==> src/rtl/mem_stage_if.sv <==
// ---------------------------------------------------------------------------
// mem_stage_if
// Purpose : data-memory handshake bus between the MEM pipeline stage and the
//           data memory.
// Signals : dmem_req   - request, held until dmem_ack
//           dmem_we    - 1 = write, 0 = read (valid while dmem_req = 1)
//           dmem_addr  - byte address
//           dmem_wdata - store data
//           dmem_rdata - load data, valid in the cycle dmem_ack = 1
//           dmem_ack   - one-cycle completion pulse
// Modports: master = pipeline stage, slave = memory.
// ---------------------------------------------------------------------------
interface mem_stage_if;
  logic        dmem_req;
  logic        dmem_we;
  logic [31:0] dmem_addr;
  logic [31:0] dmem_wdata;
  logic [31:0] dmem_rdata;
  logic        dmem_ack;

  modport master (
    output dmem_req, dmem_we, dmem_addr, dmem_wdata,
    input  dmem_rdata, dmem_ack
  );

  modport slave (
    input  dmem_req, dmem_we, dmem_addr, dmem_wdata,
    output dmem_rdata, dmem_ack
  );
endinterface

==> src/rtl/mem_stage.sv <==
// ---------------------------------------------------------------------------
// mem_stage
// Purpose : MEM pipeline stage. Issues loads/stores to data memory over a
//           req/ack handshake, stalls the upstream pipeline while an access
//           is outstanding, and registers the MEM/WB pipeline register.
// Ports   : clk, rst_n            - clock, asynchronous active-low reset
//           RegWr_EX, MemWr_EX,
//           MemRd_EX, WBdata_EX,
//           ALUout_EX, D, npc3,
//           rd3, RPzero_EX        - EX/MEM pipeline register contents
//           dmem (master)         - data-memory handshake bus
//           mem_stall             - hold upstream stages and EX/MEM
//           RegWr_WB, Rd_WB,
//           BusW_WB               - MEM/WB pipeline register
//           mem_err               - sticky access-timeout flag
// Config  : define MEM_TIMEOUT_EN to abandon an access after 256 WAIT cycles
//           without ack; otherwise WAIT is held indefinitely and mem_err = 0.
// ---------------------------------------------------------------------------
module mem_stage (
  input  logic        clk,
  input  logic        rst_n,
  input  logic        RegWr_EX,
  input  logic        MemWr_EX,
  input  logic        MemRd_EX,
  input  logic [1:0]  WBdata_EX,
  input  logic [31:0] ALUout_EX,
  input  logic [31:0] D,
  input  logic [31:0] npc3,
  input  logic [4:0]  rd3,
  input  logic        RPzero_EX,
  mem_stage_if.master dmem,
  output logic        mem_stall,
  output logic        RegWr_WB,
  output logic [4:0]  Rd_WB,
  output logic [31:0] BusW_WB,
  output logic        mem_err
);

  typedef enum logic {IDLE, WAIT} state_t;

  state_t      state_q, state_d;
  logic        regwr_wb_q, regwr_wb_d;
  logic [4:0]  rd_wb_q, rd_wb_d;
  logic [31:0] busw_wb_q, busw_wb_d;
  logic        op_valid;
  logic        timeout;
  logic        req;
  logic        stall;
  logic [31:0] wb_sel;

`ifdef MEM_TIMEOUT_EN
  logic [7:0]  cnt_q, cnt_d;
  logic        err_q, err_d;
`endif

  always_comb begin
    op_valid = (MemRd_EX | MemWr_EX) & ~RPzero_EX;

    timeout = 1'b0;
`ifdef MEM_TIMEOUT_EN
    // cnt_q is 0 in the first WAIT cycle, so 255 marks the 256th WAIT cycle
    timeout = (state_q == WAIT) && (cnt_q == 8'hFF) && !dmem.dmem_ack;
`endif

    // Request is gated by reset so it drops asynchronously; in WAIT it
    // stays high except in the cycle the access is abandoned.
    if (!rst_n)
      req = 1'b0;
    else if (state_q == IDLE)
      req = op_valid;
    else
      req = ~timeout;

    stall = req & ~dmem.dmem_ack;

    state_d = state_q;
    case (state_q)
      IDLE: if (req && !dmem.dmem_ack) state_d = WAIT;
      WAIT: if (dmem.dmem_ack || timeout) state_d = IDLE;
      default: state_d = IDLE;
    endcase

    case (WBdata_EX)
      2'b00:   wb_sel = ALUout_EX;
      2'b01:   wb_sel = dmem.dmem_rdata;
      2'b10:   wb_sel = npc3;
      default: wb_sel = 32'h0;
    endcase

    // A stalled cycle inserts a bubble; an abandoned access still advances
    // but must not write the register file.
    if (stall) begin
      regwr_wb_d = 1'b0;
      rd_wb_d    = 5'd0;
      busw_wb_d  = 32'h0;
    end else begin
      regwr_wb_d = RegWr_EX & ~RPzero_EX & ~timeout;
      rd_wb_d    = rd3;
      busw_wb_d  = wb_sel;
    end

`ifdef MEM_TIMEOUT_EN
    cnt_d = (state_q == WAIT) ? cnt_q + 8'd1 : 8'd0;
    err_d = err_q | timeout;
`endif
  end

  always_ff @(posedge clk or negedge rst_n) begin
    if (!rst_n) begin
      state_q    <= IDLE;
      regwr_wb_q <= 1'b0;
      rd_wb_q    <= 5'd0;
      busw_wb_q  <= 32'h0;
`ifdef MEM_TIMEOUT_EN
      cnt_q      <= 8'd0;
      err_q      <= 1'b0;
`endif
    end else begin
      state_q    <= state_d;
      regwr_wb_q <= regwr_wb_d;
      rd_wb_q    <= rd_wb_d;
      busw_wb_q  <= busw_wb_d;
`ifdef MEM_TIMEOUT_EN
      cnt_q      <= cnt_d;
      err_q      <= err_d;
`endif
    end
  end

  // A load+store combination is issued as a write.
  assign dmem.dmem_req   = req;
  assign dmem.dmem_we    = MemWr_EX;
  assign dmem.dmem_addr  = ALUout_EX;
  assign dmem.dmem_wdata = D;

  assign mem_stall = stall;
  assign RegWr_WB  = regwr_wb_q;
  assign Rd_WB     = rd_wb_q;
  assign BusW_WB   = busw_wb_q;

`ifdef MEM_TIMEOUT_EN
  assign mem_err = err_q;
`else
  assign mem_err = 1'b0;
`endif

endmodule
==> src/flat_wrapper.sv <==
// flat-port wrapper written by rule: the top's interface ports become plain ports
module mem_stage_flat 
  (clk, rst_n, RegWr_EX, MemWr_EX, MemRd_EX, WBdata_EX, ALUout_EX, D, npc3, rd3, RPzero_EX, mem_stall, RegWr_WB, Rd_WB, BusW_WB, mem_err, dmem_dmem_req, dmem_dmem_we, dmem_dmem_addr, dmem_dmem_wdata, dmem_dmem_rdata, dmem_dmem_ack);
  mem_stage_if dmem_i ();
  input  logic clk;
  input  logic rst_n;
  input  logic RegWr_EX;
  input  logic MemWr_EX;
  input  logic MemRd_EX;
  input  logic [1:0] WBdata_EX;
  input  logic [31:0] ALUout_EX;
  input  logic [31:0] D;
  input  logic [31:0] npc3;
  input  logic [4:0] rd3;
  input  logic RPzero_EX;
  output logic mem_stall;
  output logic RegWr_WB;
  output logic [4:0] Rd_WB;
  output logic [31:0] BusW_WB;
  output logic mem_err;
  output wire logic [$bits(dmem_i.dmem_req)-1:0] dmem_dmem_req;
  output wire logic [$bits(dmem_i.dmem_we)-1:0] dmem_dmem_we;
  output wire logic [$bits(dmem_i.dmem_addr)-1:0] dmem_dmem_addr;
  output wire logic [$bits(dmem_i.dmem_wdata)-1:0] dmem_dmem_wdata;
  input wire logic [$bits(dmem_i.dmem_rdata)-1:0] dmem_dmem_rdata;
  input wire logic [$bits(dmem_i.dmem_ack)-1:0] dmem_dmem_ack;
  assign dmem_dmem_req = dmem_i.dmem_req;
  assign dmem_dmem_we = dmem_i.dmem_we;
  assign dmem_dmem_addr = dmem_i.dmem_addr;
  assign dmem_dmem_wdata = dmem_i.dmem_wdata;
  assign dmem_i.dmem_rdata = dmem_dmem_rdata;
  assign dmem_i.dmem_ack = dmem_dmem_ack;
  mem_stage u_core (.clk(clk), .rst_n(rst_n), .RegWr_EX(RegWr_EX), .MemWr_EX(MemWr_EX), .MemRd_EX(MemRd_EX), .WBdata_EX(WBdata_EX), .ALUout_EX(ALUout_EX), .D(D), .npc3(npc3), .rd3(rd3), .RPzero_EX(RPzero_EX), .dmem(dmem_i), .mem_stall(mem_stall), .RegWr_WB(RegWr_WB), .Rd_WB(Rd_WB), .BusW_WB(BusW_WB), .mem_err(mem_err));
endmodule
==> config.mk <==
export PLATFORM = sky130hd
export DESIGN_NAME = mem_stage_flat
export DESIGN_NICKNAME = d
export VERILOG_FILES = /design/src/rtl/mem_stage_if.sv /design/src/rtl/mem_stage.sv /design/src/flat_wrapper.sv
export SDC_FILE = /design/constraint.sdc
export NUM_CORES = 1
export LEC_CHECK = 0
export CELL_PAD_IN_SITES_DETAIL_PLACEMENT = 0
export CELL_PAD_IN_SITES_GLOBAL_PLACEMENT = 2
export CORE_ASPECT_RATIO = 1.25
export CORE_UTILIZATION = 16
export CTS_CLUSTER_SIZE = 16
export DETAILED_ROUTE_END_ITERATION = 10
export GPL_ROUTABILITY_DRIVEN = 0
export GPL_TIMING_DRIVEN = 0
export PLACE_DENSITY_LB_ADDON = 0.1
export RECOVER_POWER = 50
export SYNTH_ARGS = -nofsm -noshare
export SYNTH_HDL_FRONTEND = slang
export SYNTH_SLANG_ARGS = --single-unit
==> constraint.sdc <==
create_clock -name clk -period 2.3 [get_ports clk]
set_input_delay 0.345 -clock clk [delete_from_list [all_inputs] [get_ports clk]]
set_output_delay 0.345 -clock clk [all_outputs]
set_load 0.02 [all_outputs]
After elaboration in Yosys (flattened, before gate mapping)
Cells that the tools add are included.
{ "word_totals": {"inputBits": 142, "mem_count": 0, "latchBits": 0, "out_inout_bits": 106, "mem_bits_rw": 0, "reg_bits": 39, "rom_bits": 0} }
{ "op_classes": {"muxes": 9, "n_div": 0, "mul": 0, "addsub": 0, "shifts": 0, "n_reduce_logical": 3, "bitwise": 7, "eq_ne": 2, "magnitude_cmp": 0} }
{ "op_table": {"columns": ["operator", "n"], "rows": [
  ["$pmux 32 s3", 1],
  ["$mux 32", 1],
  ["$mux 1", 5],
  ["$mux 5", 1],
  ["$and 1x1->1", 3],
  ["$not 1->1", 3],
  ["$eq 2x1->1 const B", 1],
  ["$eq 2x2->1 const B", 1],
  ["$logic_not 2->1", 1],
  ["$pmux 1 s2", 1],
  ["$logic_and 1x1->1", 1],
  ["$logic_not 1->1", 1],
  ["$or 1x1->1", 1]
]} }

Logic depth before layout (Yosys ltp)
{ "logic_depth": {"word_depth": 7, "mapped_depth": 6, "depth_no_buf": 3} }

Worst setup path after synthesis
OpenSTA, ideal clock, no wires.
{ "synth_path": {"path_type": "input -> output", "start": "input port RPzero_EX", "end": "output port mem_stall", "setup_slack_ns": 0.979, "stages": 3, "arrival_ns": 0.976, "path_cell_list": "o21ba_2 o211a_1 buf_2"} }
{ "synth_via": {"elab_chain_cells": 5} }
{ "synth_lines": {"columns": ["item", "line", "rtl"], "rows": [
  ["start: declaration", "flat_wrapper.sv:15", "input logic RPzero_EX;"],
  ["$not 1->1", "mem_stage.sv:57", "op_valid = (MemRd_EX | MemWr_EX) & ~RPzero_EX;"],
  ["$and 1x1->1", "mem_stage.sv:57", null],
  ["$mux 1", "mem_stage.sv:69", "else if (state_q == IDLE)"],
  ["$mux 1", "mem_stage.sv:67", "if (!rst_n)"],
  ["$and 1x1->1", "mem_stage.sv:74", "stall = req & ~dmem.dmem_ack;"],
  ["end: declaration", "flat_wrapper.sv:16", "output logic mem_stall;"]
]} }
No other way between the ends.

Worst setup path in the final report
Same ends and word-level chain as after synthesis.

==> summary.md <==
| Metric | Value |
|---|---|
| Clock Sinks | 39 |
| Met2 usage | 20.19% |
| Area Overhead vs Synth | 101.3% |
| Ranking of synthesized cells by area | dfrtp_1 (39%), buf_4 (20%), mux2i_1 (13%) |
| HPWL Detailed | 7.307 mm |
| Worst path required time | 1960 ps |
| Sum of negative setup slack | 0 ps |
| Max Cap Viol | 0 |
| Initial Util | 16.28% |
| Detail Route Antenna Nets | 0 |
| Leakage Power | 0.002193 uW |
| Global route hottest layer | met2 |
| N_diodes | 0 |
| Clk_skew | 5.022 ps |
| Ys Warns | 0 |
| WP buf/inv | 3 |
| DRC | 0 |
| Drt pass-1 iters | 4 |
| Slew Limit Fails | 0 |
| Tot Pwr | 2453 uW |
| Hold_ws | 26.79 ps |
| IO Pins | 248 |
| WL per Instance | 13.15 um |
| Reg2reg end | u_core.BusW_WB[19] |
| FF-to-FF Start | u_core.state_q |
| Clock slew seen by the registers of the worst setup and hold paths | 60 ps |
| Placed inst area | 4945 um2 |
| Via count | 2,477 |
| Final Hold Viols | 0 |
| Flops & latches, synth | 39 |
| FILL cells | 1,627 |
| Share of the synthesized area in the top cell type | 38.65% |
| H-tree depth | 2 |
| Setup violators final | 0 |
| Synth top cells by count | buf_4 (66), dfrtp_1 (39), mux2i_1 (32), nand2_1 (32), a21oi_1 (23) |
| Via density | 3.559 |
| Seq/Total Area, Yosys | 38.65% |
| Setup CP Type | in2out |
| Vias in the first global route | 2,516 |
| Worst Reg-to-Reg Cells | 4 |
| Total grt overflow | 0 |
| Worst slew pin tran | 1217 ps |
| Mapped cell area | 2525 um2 |
| Placed cells | 688 |
| IR drop worst, VDD | 0.0002715 V |
| Count of cell types in the netlist | 21 |
| R2r setup slk | 880 ps |
| Postcts setup bufs | 0 |
| Post-CTS Resized | 1 |
| Post-route cell area | 5082 um2 |
| Num CTS Buffers | 5 |
| FMAX | 462.0 MHz |
| Power density cells | 482.6 nW/um2 |
| Cell family with most CP delay | buffers and inverters |
| Multi-input gate area | 923.4 um2 |
| Worst rel slew slack | 18.88% |
| Slowest cell on crit path | clkdlybuf4s50_1 |
| Initial antenna violation count | 0 |
| Met3 Use GR | 3.365% |
| Core Box Area | 15,510 um2 |
| Min cycle time layout | 2164 ps |
| Most used flip-flop cell after synthesis | dfrtp_1 |
| Total track usage | 10.97% |
| CP Max Fanout | 10 |
| Status | completed |
| Largest net degree at the start of global routing | 24 |
| TritonCTS clock tree | built |
| Net count, final | 625 |
| Routed WL | 9.151 mm |
| Crit path arrival time | 1820 ps |
| Endpoint type of the worst setup path | output pin |
| Met1 Usage GRT | 11.76% |
| Skew-Pair Late Insertion Delay | 290 ps |
| Share of cells above drive strength 1 | 21.90% |
| Post-Syn Instances | 262 |
| Post-synth EDFFs | 0 |
| FF/Latch Area | 975.9 um2 |
| Final period util | 94.10% |
| Die X | 114.4 um |
| Avg Cell Area, Syn | 9.637 um2 |
| Ys async rst share | 100.0% |
| Syn Nets | 404 |
| Clk root buf | clkbuf_16 |
| RSZ-0062 raised after global routing | no |
| Hold Path Class | in2async |
| Post-CTS Hold Fix Bufs | 0 |
| DIE AREA | 16,290 um2 |
| Most frequent cell after synthesis | buf_4 |
| First-pass GRT wire length | 13.38 mm |
| PortBufs | 213 |
| CP Launch Type | input port |
| Post-synth top area cell | dfrtp_1 |
| Non-Filler Instances | 696 |
| Cells along the critical path | clkdlybuf4s50_1 -> o21ba_2 -> o211a_1 -> buf_2 -> dlygate4sd2_1 |
| Clock tree buffer depth | 2 |
| Initial DRC count | 41 |
| Die height | 142.5 um |
| Largest stage delay, worst path | 410 ps |
| Num rows | 51 |
routing by layer:
metal | vias up | share of wire, %
met5 | - | 0
met4 | 0 | 1.3
met3 | 5 | 9.0
met2 | 140 | 52
met1 | 1115 | 37
li1 | 1217 | -
state kept, by name (all words and copies together) (netlist names):
register / cells
u_core.state_q: 1
u_core.Rd_WB: 5
u_core.RegWr_WB: 1
u_core.BusW_WB: 32
cells in the final DEF, fill, tap and decap left out, drive strengths merged, types with 6 or more instances in the layout:
cell type,instances
buf,75
nand2,32
dlygate4sd3,39
mux2i,32
nor2b,6
dfrtp,39
clkdlybuf4s50,172
clkbuf,14
or2,32
a21oi,33
final cells by class:
cell class / count / share of cell area, %
timing repair buffer: 214 / 41.90
sequential: 39 / 19.20
multi-input combinational: 141 / 18.17
buffer: 81 / 12.01
tap: 212 / 5.219
clock buffer: 6 / 2.733
clock inverter: 2 / 0.6893
inverter: 1 / 0.07386
how the worst max path moves through the flow:
stage	start	end	slack, ps	cells after the start
2_1_floorplan	RPzero_EX	mem_stall	980	3
5_1_grt	RPzero_EX	mem_stall	20	5
6_report	RPzero_EX	mem_stall	140	5
4_1_cts	RPzero_EX	mem_stall	70	5
3_5_place_dp	RPzero_EX	mem_stall	-210	5
3_3_place_gp	rst_n	mem_stall	-1770	4
cells by family (layout without fill, tap and decap cells):
kind of cell,count (synthesis),count (layout),synth area share (%)
buffers and inverters,82,304,24.78
other,1,1,0.1485
AO/OA/AOI/OAI,36,36,9.118
AND/OR/NAND/NOR,72,72,14.62
flip-flops,39,39,38.65
multiplexers,32,32,12.69
report_power, final:
part           internal (uW)  switching (uW)  leakage, uW
combinational            498             361      0.00162
sequential               744            14.7     0.000490
clock                    540             296    0.0000868
worst register-to-register path, stage by stage (launching register included):
cell      delay [ps]
dfrtp_1          370
o211a_1          200
clkbuf_1         420
buf_6            260
a21oi_2           50
through the flow:
| step | setup slack (ps) | utilization (%) |
|---|---|---|
| final | 135.7 | 32.78 |
| after global routing | 23.80 | 32.78 |
| after CTS | 72.21 | 33.00 |
| after detailed placement | -209.3 | 31.89 |
| after global placement | -1772 | 31.74 |
| after floorplan | 979.1 | - |
Power figures use the tool's default switching activity.
==> RTL edit (same settings) <==
Reset style: synchronous (`rst_n`), changed in one clocked block. Comments in the files are not updated.
--- a/src/rtl/mem_stage.sv
+++ b/src/rtl/mem_stage.sv
@@ -105,7 +105,7 @@
 `endif
   end
 
-  always_ff @(posedge clk or negedge rst_n) begin
+  always_ff @(posedge clk) begin
     if (!rst_n) begin
       state_q    <= IDLE;
       regwr_wb_q <= 1'b0;
Formal check against the unedited RTL: differs if rst_n is asserted again (counterexample within 4 cycles, from zero or initial values and one cycle with rst_n low); with rst_n held inactive, the same outputs for 10 cycles.
==> RTL edit against the unedited design <==
- worst setup slack improved by 0.044 ns
- utilization increased by 0.40 points
- clock skew down 0.0023 ns
- via count is 0.44% lower
- the flow now finishes with violations (DRC)
- power shrank 8.9%
- sequential cell count did not move
- cell area shrank 5.1%
- synthesized area is 4.7% lower
- critical endpoint is now dmem_dmem_req
- sequential share of layout area is 3.0 points lower
- largest power group unchanged
- count of clock-buffer cells in the layout shrank 1
- critical path type unchanged
- routed wire length is 3.9% lower
- register-to-register slack got worse by 0.29 ns
- first-iteration DRC count rose by 15%
==> RTL edit: results (changes against the unedited design) <==
| Metric | Value |
|---|---|
| Fraction of area in multi-input gates | `18.8% (+0.67 points)` |
| Area grow syn2layout | `100%` |
| 1st-pass router iterations | `7 (+3)` |
| DR vias/cell | `3.70 (+4.0%)` |
| DP HPWL | `7220 um (-1.2%)` |
| Post-synth top cells | `69 x buf_4, 39 x dfxtp_1, 32 x mux2i_1, 32 x nand2_1` |
| Status | `finished with violations` |
| R2R Path Start | `u_core.state_q` |
| M3 GR Usage | `3.93% (+0.57 points)` |
| Met1 Resource Use GR | `11.4% (-0.31 points)` |
| DRT iter0 DRCs | `47 (+15%)` |
| Mux share of post-synthesis cell area | `13.3% (+0.62 points)` |
| Worst IR Drop VDD | `0.210 mV (-23%)` |
| Clock-net power | `690 uW (-17%)` |
| Synth top area cells | `dfxtp_1 32%, buf_4 22%, mux2i_1 13%` |
| First-pass GRT wire length | `13,500 um (+0.93%)` |
| R2R depth | `5 (+1)` |
| Worst hold slack | `0.532 ns (+0.506 ns)` |
| Placed Cells | `658 (-4.4%)` |
| Largest net degree at the start of global routing | `14 (-42%)` |
| RR Endpoint | `u_core.BusW_WB[2]` |
| Nonclk inv count | `5 (+4)` |
| Count of multi-input gates | `142 (+0.71%)` |
| Netlist cell types | `22 (+4.8%)` |
| Register area share after synthesis | `32.4% (-6.2 points)` |
| DRC viols | `14 (+14)` |
| Share of layout cells above drive strength 1 | `18.4% (-3.5 points)` |
| Sequential logic power | `736 uW (-2.9%)` |
| Seq area share | `16.2% (-3.0 points)` |
| Synth Flop Type | `dfxtp_1` |
| Clock-cell share | `3.01% (-0.41 points)` |
| Seq_cells | `39 (unchanged)` |
| Flop2flop setup slack | `0.59 ns (-0.29 ns)` |
| Setup Skew | `0.00275 ns (-0.00227 ns)` |
| Bufs w/o clock | `294 (-0.34%)` |
| Async set or reset register ratio after synthesis | `0% (-100 points)` |
| Number of cell rows | `49 (-3.9%)` |
| Filler cell count | `1,551 (-4.7%)` |
| DR WL/cell | `13.2 um (+0.47%)` |
| DRT Wirelength | `8800 um (-3.9%)` |
| Post-DP Area | `4760 um2 (-3.7%)` |
| Worst hold path class | `in2reg` |
| Worst-Skew Late Latency | `0.28 ns` |
| Place WS | `-0.0131 ns (+0.196 ns)` |
| Register share of total power | `32.9% (+2.0 points)` |
| Violated checks | `DRC` |
| M2 GR Usage | `20.9% (+0.73 points)` |
| Total track usage | `11.4% (+0.40 points)` |
| Vias in the first global route | `2,597 (+3.2%)` |
| CP max FO | `3 (-7)` |
| Post-Syn Area per Cell | `9.02 um2 (-6.4%)` |
| Final nets | `629 (+0.64%)` |
| Syn nets | `409 (+1.2%)` |
| Slowest stage delay, CP | `0.61 ns (+0.20 ns)` |
| Leakage | `2.00 nW (-8.9%)` |
-- RTL edit: changes by cell type after synthesis, moves of 8 or more --
cell     before  now
or2_1         2   20
a21oi_1      23   12
dfrtp_1      39    0
or2_0        18   10
dfxtp_1       0   39
a21oi_2      10   20
or2_2        12    2
-- RTL edit: how the worst max path moves through the flow --
stage                             end  slack (ns)  depth (start not counted)  startpoint
floorplan                   mem_stall        0.76                          3   RPzero_EX
global placement            mem_stall       -0.01                          5   RPzero_EX
detailed placement          mem_stall       -0.01                          5   RPzero_EX
finish                  dmem_dmem_req        0.18                          4   RPzero_EX
CTS                     dmem_dmem_req        0.12                          4   RPzero_EX
global route        u_core.BusW_WB[5]         0.1                          6   RPzero_EX
-- RTL edit: layer usage --
layer / vias up / share of wire (%) / wire [um]
met5: - / 0 / 0
met4: 0 / 2.4 / 208
met3: 11 / 10 / 912
met2: 146 / 52 / 4600
met1: 1077 / 35 / 3080
li1: 1232 / - / -
